--- src/rtl/count_event_monitor.sv ---
// rtl/count_event_monitor.sv - wrap/match event monitor for a free-running state counter
//
// Samples an upstream counter each enabled clock, pulses on wrap-around
// (all-ones -> zero) and on a new match against match_val, counts wraps into
// epoch, and latches events into a pending/ack handshake for a slow consumer.
//
// Optional feature macro: COUNT_EVENT_STEP_CHECK_EN (sequence-step checker).
//
// Ports:
//   clock         in   system clock, rising edge
//   reset         in   synchronous active-high reset
//   count         in   [COUNT_W] monitored counter value
//   match_val     in   [COUNT_W] compare value
//   enable        in   sample qualifier; 0 holds all state
//   ack           in   consumer acknowledge of pending event
//   wrap_pulse    out  one-cycle pulse on wrap
//   match_pulse   out  one-cycle pulse on match
//   epoch         out  [EPOCH_W] wraps since reset, modulo 2^EPOCH_W
//   event_pending out  unacknowledged event exists
//   event_code    out  [2] {wrap seen, match seen}
//   event_overrun out  sticky: event arrived while pending and not acked
//   step_error    out  sticky sequence-check flag
module count_event_monitor #(
  parameter int COUNT_W = 4,
  parameter int EPOCH_W = 8
) (
  input  logic               clock,
  input  logic               reset,
  input  logic [COUNT_W-1:0] count,
  input  logic [COUNT_W-1:0] match_val,
  input  logic               enable,
  input  logic               ack,
  output logic               wrap_pulse,
  output logic               match_pulse,
  output logic [EPOCH_W-1:0] epoch,
  output logic               event_pending,
  output logic [1:0]         event_code,
  output logic               event_overrun,
  output logic               step_error
);

  typedef enum logic {S_INIT, S_RUN} samp_t;
  typedef enum logic {H_IDLE, H_PENDING} hs_t;

  localparam logic [COUNT_W-1:0] ALL_ONES = '1;
  localparam logic [COUNT_W-1:0] ZERO     = '0;

  samp_t              samp_state, samp_next;
  hs_t                hs_state, hs_next;
  logic [COUNT_W-1:0] prev_count;
  logic [1:0]         code_next;
  logic               overrun_next;

  logic               sample_run;
  logic               wrap_det;
  logic               match_det;
  logic [1:0]         new_code;
  logic               any_event;
  logic               ack_eff;

  // Event detection: only in RUN with enable, so disabled cycles raise nothing.
  always_comb begin
    sample_run = enable && (samp_state == S_RUN);
    wrap_det   = sample_run && (prev_count == ALL_ONES) && (count == ZERO);
    // A held count must not re-trigger the match.
    match_det  = sample_run && (count == match_val) && (count != prev_count);
    new_code   = {wrap_det, match_det};
    any_event  = wrap_det || match_det;
    // Disabled cycles hold all state, including the handshake.
    ack_eff    = enable && ack;
  end

  // Sampler FSM: state register
  always_ff @(posedge clock) begin
    if (reset) begin
      samp_state <= S_INIT;
    end else begin
      samp_state <= samp_next;
    end
  end

  // Sampler FSM: next state
  always_comb begin
    samp_next = samp_state;
    if (enable && samp_state == S_INIT) begin
      samp_next = S_RUN;
    end
  end

  // Sampler datapath: prev_count, pulses, epoch
  always_ff @(posedge clock) begin
    if (reset) begin
      prev_count  <= ZERO;
      wrap_pulse  <= 1'b0;
      match_pulse <= 1'b0;
      epoch       <= '0;
    end else begin
      wrap_pulse  <= wrap_det;
      match_pulse <= match_det;
      if (enable) begin
        prev_count <= count;
      end
      if (wrap_det) begin
        epoch <= epoch + EPOCH_W'(1);
      end
    end
  end

  // Handshake FSM: state register
  always_ff @(posedge clock) begin
    if (reset) begin
      hs_state      <= H_IDLE;
      event_code    <= 2'b00;
      event_overrun <= 1'b0;
    end else begin
      hs_state      <= hs_next;
      event_code    <= code_next;
      event_overrun <= overrun_next;
    end
  end

  // Handshake FSM: next state
  always_comb begin
    hs_next      = hs_state;
    code_next    = event_code;
    overrun_next = event_overrun;
    case (hs_state)
      H_IDLE: begin
        if (any_event) begin
          hs_next   = H_PENDING;
          code_next = new_code;
        end
      end
      H_PENDING: begin
        if (ack_eff) begin
          // An event coinciding with ack starts a fresh pending window.
          overrun_next = 1'b0;
          code_next    = new_code;
          if (!any_event) begin
            hs_next = H_IDLE;
          end
        end else if (any_event) begin
          code_next    = event_code | new_code;
          overrun_next = 1'b1;
        end
      end
      default: hs_next = H_IDLE;
    endcase
  end

  // Handshake FSM: outputs
  always_comb begin
    event_pending = (hs_state == H_PENDING);
  end

`ifdef COUNT_EVENT_STEP_CHECK_EN
  logic [COUNT_W-1:0] prev_inc;
  logic               step_bad;

  always_comb begin
    prev_inc = prev_count + COUNT_W'(1);
    step_bad = sample_run && (count != prev_inc) && (count != prev_count);
  end

  always_ff @(posedge clock) begin
    if (reset) begin
      step_error <= 1'b0;
    end else if (step_bad) begin
      step_error <= 1'b1;
    end
  end
`else
  assign step_error = 1'b0;
`endif

endmodule

--- config.mk ---
export PLATFORM = sky130hd
export DESIGN_NAME = count_event_monitor
export DESIGN_NICKNAME = d
export VERILOG_FILES = /design/src/rtl/count_event_monitor.sv
export SDC_FILE = /design/constraint.sdc
export NUM_CORES = 1
export LEC_CHECK = 0
export BUFFER_PORTS_ARGS = -buffer_cell sky130_fd_sc_hd__buf_2
export CAP_MARGIN = 10
export CORE_MARGIN = 3
export CORE_UTILIZATION = 45
export CTS_BUF_LIST = sky130_fd_sc_hd__clkbuf_8 sky130_fd_sc_hd__clkbuf_16
export CTS_CLUSTER_SIZE = 12
export DETAILED_ROUTE_END_ITERATION = 8
export PLACE_DENSITY = 0.81
export SKIP_LAST_GASP = 1
export SYNTH_ARGS = -nofsm -noshare
export SYNTH_HDL_FRONTEND = slang
export SYNTH_SLANG_ARGS = --single-unit
--- constraint.sdc ---
create_clock -name clock -period 3.1 [get_ports clock]
set_input_delay 0.155 -clock clock [delete_from_list [all_inputs] [get_ports clock]]
set_output_delay 0.155 -clock clock [all_outputs]
set_load 0.01 [all_outputs]
==> impl_metrics.py <==
metrics = {
    "die": {
        "num_io_pins": 27,
        "die-area_sq_um": 2530,
        "initial_core_util": 0.495,
        "num_rows": 15,
        "core_sq_um": 1780,
        "die_h_um": 50.3,
        "die_x_um": 50.3,
    },
    "synth": {
        "yosysTopAreaCell": "dfxtp_1",
        "synth_edf_count": 0,
        "syn-mean-instance-area_sq_um": 9.19,
        "ys_types": 29,
        "synth-seq-cells": 19,
        "ys_seq_area_frac": 0.431,
        "synth_common_cells": "dfxtp_1, nor2_1, a21oi_1",
        "synthTopCellsByArea": "dfxtp_1, xnor2_1, a21oi_1",
        "ys.flop_type": "dfxtp_1",
        "syn_inst": 96,
        "yosysWarnings": 0,
        "synth_nets": 109,
        "syn_area_sq_um": 882,
        "synth_most_common_cell": "dfxtp_1",
        "async_flop_share": 0,
        "synth_top_cell_area_share": 0.431,
    },
    "grt": {
        "grt_pass1_wl_mm": 3.16,
        "grt_max_degree": 20,
        "grt_pass1_vias": 737,
        "track_usage": 0.164,
        "antenna_found_initial": 0,
        "overflow": 0,
    },
    "setup_path": {
        "crit_arrival_ns": 1.90,
        "critPathKind": "reg -> reg",
        "cpLargestDelayFamily": "simple AND/OR/NAND/NOR gates",
        "cp_max_fo": 12,
        "path_cells": "and4bb_2 -> nand3_2 -> or4_1 -> a21oi_1",
        "critPathMaxStageDelay_ns": 0.56,
        "worst-path-buf-inv": 0,
        "endpoint_kind": "flip-flop",
        "worstPathRequired_ns": 3.29,
        "cp-start-kind": "flip-flop",
        "critPathSlowestCell": "or4_1",
    },
    "detailed_routing": {
        "drt_wl_total_mm": 1.79,
        "vias_per_cell": 5.30,
        "drcViolationCount": 0,
        "wl_per_cell_um": 12.4,
        "ant_nets": 0,
        "via_count": 768,
        "drt_first_iter_violations": 5,
        "dr.pass1.iters": 3,
    },
    "cells_and_area": {
        "area_delta_synth_final_pct": 20.1,
        "final_area_sq_um": 1060,
        "final_nets": 134,
        "drive_gt1_frac": 0.292,
        "n_antenna_cell": 0,
    },
    "power_and_ir_drop": {
        "powerDensity_nw_per_um2": 435,
        "comb_power_share": 0.079,
        "static-leakage-power_uw": 0.000443,
        "p_sw_frac": 0.230,
        "seqPwrFrac": 0.546,
        "internal-power_uw": 355,
        "vdd_drop_max_mv": 0.280,
        "netSwitchingPower_uw": 106,
        "pwr-share-clk": 0.374,
    },
    "cts": {
        "cts.repair.resized": 0,
        "root_buffer": "clkbuf_8",
        "cts_buffer_depth": 2,
        "clkLatencyLatePin_ns": 0.26,
        "clk_pin_slew_worst_paths_ns": 0.07,
        "htree_levels": 1,
        "cts_sinks": 19,
        "cts_tree": "yes",
        "cts_buffers": 3,
        "postCtsHoldBufs": 0,
        "post-cts-setup-buffers": 0,
    },
    "timing": {
        "setup-violations-final": 0,
        "final_hold_viol_count": 0,
        "rsz0062_at_grt": "false",
        "setup-tns-final_ns": 0,
        "max_freq_mhz": 585,
        "drv_slew": 0,
        "fin_crit_sh": 0.551,
        "post-route-min-period_ns": 1.71,
        "finClkSkew_ns": 0.00438,
    },
    "placed_design": {
        "io_buffers": 25,
        "dpl.hpwl_mm": 1.31,
        "gp_congestion": 0.720,
        "dpl_cell_area_sq_um": 1010,
    },
    "min_path": {
        "hold_path_class": "in -> reg",
    },
    "run_status": {
        "status": "finished clean",
    },
    "run": {
        "cap_violations": 0,
    },
}
-- stage by stage --
step | std cells | util | worst slack [ns] | hold WS, ns | power (uW)
after floorplan | 96 | - | 1.69 | 0.302 | 281
after global placement | 141 | 0.568 | 1.50 | 0.443 | 293
after detailed placement | 141 | 0.568 | 1.43 | 0.460 | 294
after CTS | 145 | 0.594 | 1.40 | 0.204 | 467
after global routing | 145 | 0.594 | 1.26 | 0.227 | 478
final | 145 | 0.594 | 1.39 | 0.209 | 461
-- layout by cell type (no fill, tap or decap) --
master | synthesis | final
a21oi_1 | 8 | 8
a31oi_1 | 3 | 3
and2_2 | 1 | 1
and3_2 | 1 | 1
and4bb_2 | 2 | 2
buf_2 | 2 | 25
clkbuf_8 | 0 | 3
clkinv_2 | 0 | 1
conb_1 | 1 | 1
dfxtp_1 | 19 | 19
ha_1 | 1 | 1
inv_1 | 3 | 3
mux2i_1 | 4 | 4
nand2_1 | 6 | 6
nand3_1 | 3 | 3
nand3_2 | 1 | 1
nand4_1 | 3 | 3
nand4_4 | 1 | 1
nor2_1 | 10 | 10
nor3_1 | 1 | 1
o211ai_1 | 1 | 1
o21ai_0 | 2 | 2
o31a_1 | 1 | 1
o31ai_1 | 4 | 4
or3_1 | 1 | 1
or4_1 | 4 | 4
xnor2_1 | 7 | 7
xor2_1 | 3 | 3
-- cell type report --
class                           instances  area, sq um
Inverter                                3         11.3
Tap cell                               25         31.3
Timing Repair Buffer                   25          125
Sequential cell                        19          380
Clock buffer                            3         41.3
Clock inverter                          1         5.00
Multi-Input combinational cell         69          465
Fill cell                             164          723
-- power by group through the flow --
| stage | clock [uW] | sequential (uW) | combinational (uW) |
|---|---|---|---|
| after floorplan | 0 | 257 | 24.4 |
| after global placement | 0 | 257 | 35.5 |
| after detailed placement | 0 | 257 | 36.6 |
| after CTS | 178 | 252 | 36.8 |
| after global routing | 185 | 252 | 40.9 |
| final | 172 | 252 | 36.6 |
-- per-layer routing --
metal	global-route usage	up-vias	routed length, um
met5	0	-	0
met4	0.0553	0	29
met2	0.276	26	831
met1	0.188	348	785
met3	0.0653	5	145
li1	-	389	-
-- registers in the layout, indices dropped and copies added, names as in the netlist --
name           flops
event_overrun      1
match_pulse        1
event_pending      1
epoch              8
event_code         2
samp_state         1
prev_count         4
wrap_pulse         1
-- worst paths after layout --
kind,slack [ns],startpoint,end,cells after the start
worst min-delay path,0.21,count[1],prev_count[1],3
worst min register to register,0.47,samp_state,samp_state,2
worst max-delay path,1.39,prev_count[2],epoch[5],4
worst max register to register,1.39,prev_count[2],epoch[5],4
-- tightest hold or removal path, cell delays in order --
cell	delay, ns
buf_2	0.13
mux2i_1	0.08
nor2_1	0.07
-- cell families (layout without fill, tap and decap cells) --
kind of cell,after synthesis,in the layout,share of synthesized area
flops,19,19,0.431
simple gates,34,34,0.234
other cells,1,1,0.00425
xor+xnor,10,10,0.0993
compound gates,19,19,0.131
fa+ha+maj,1,1,0.0142
mux,4,4,0.0454
buf+inv,8,32,0.0411
No activity file was read; power rests on OpenSTA's default activity.
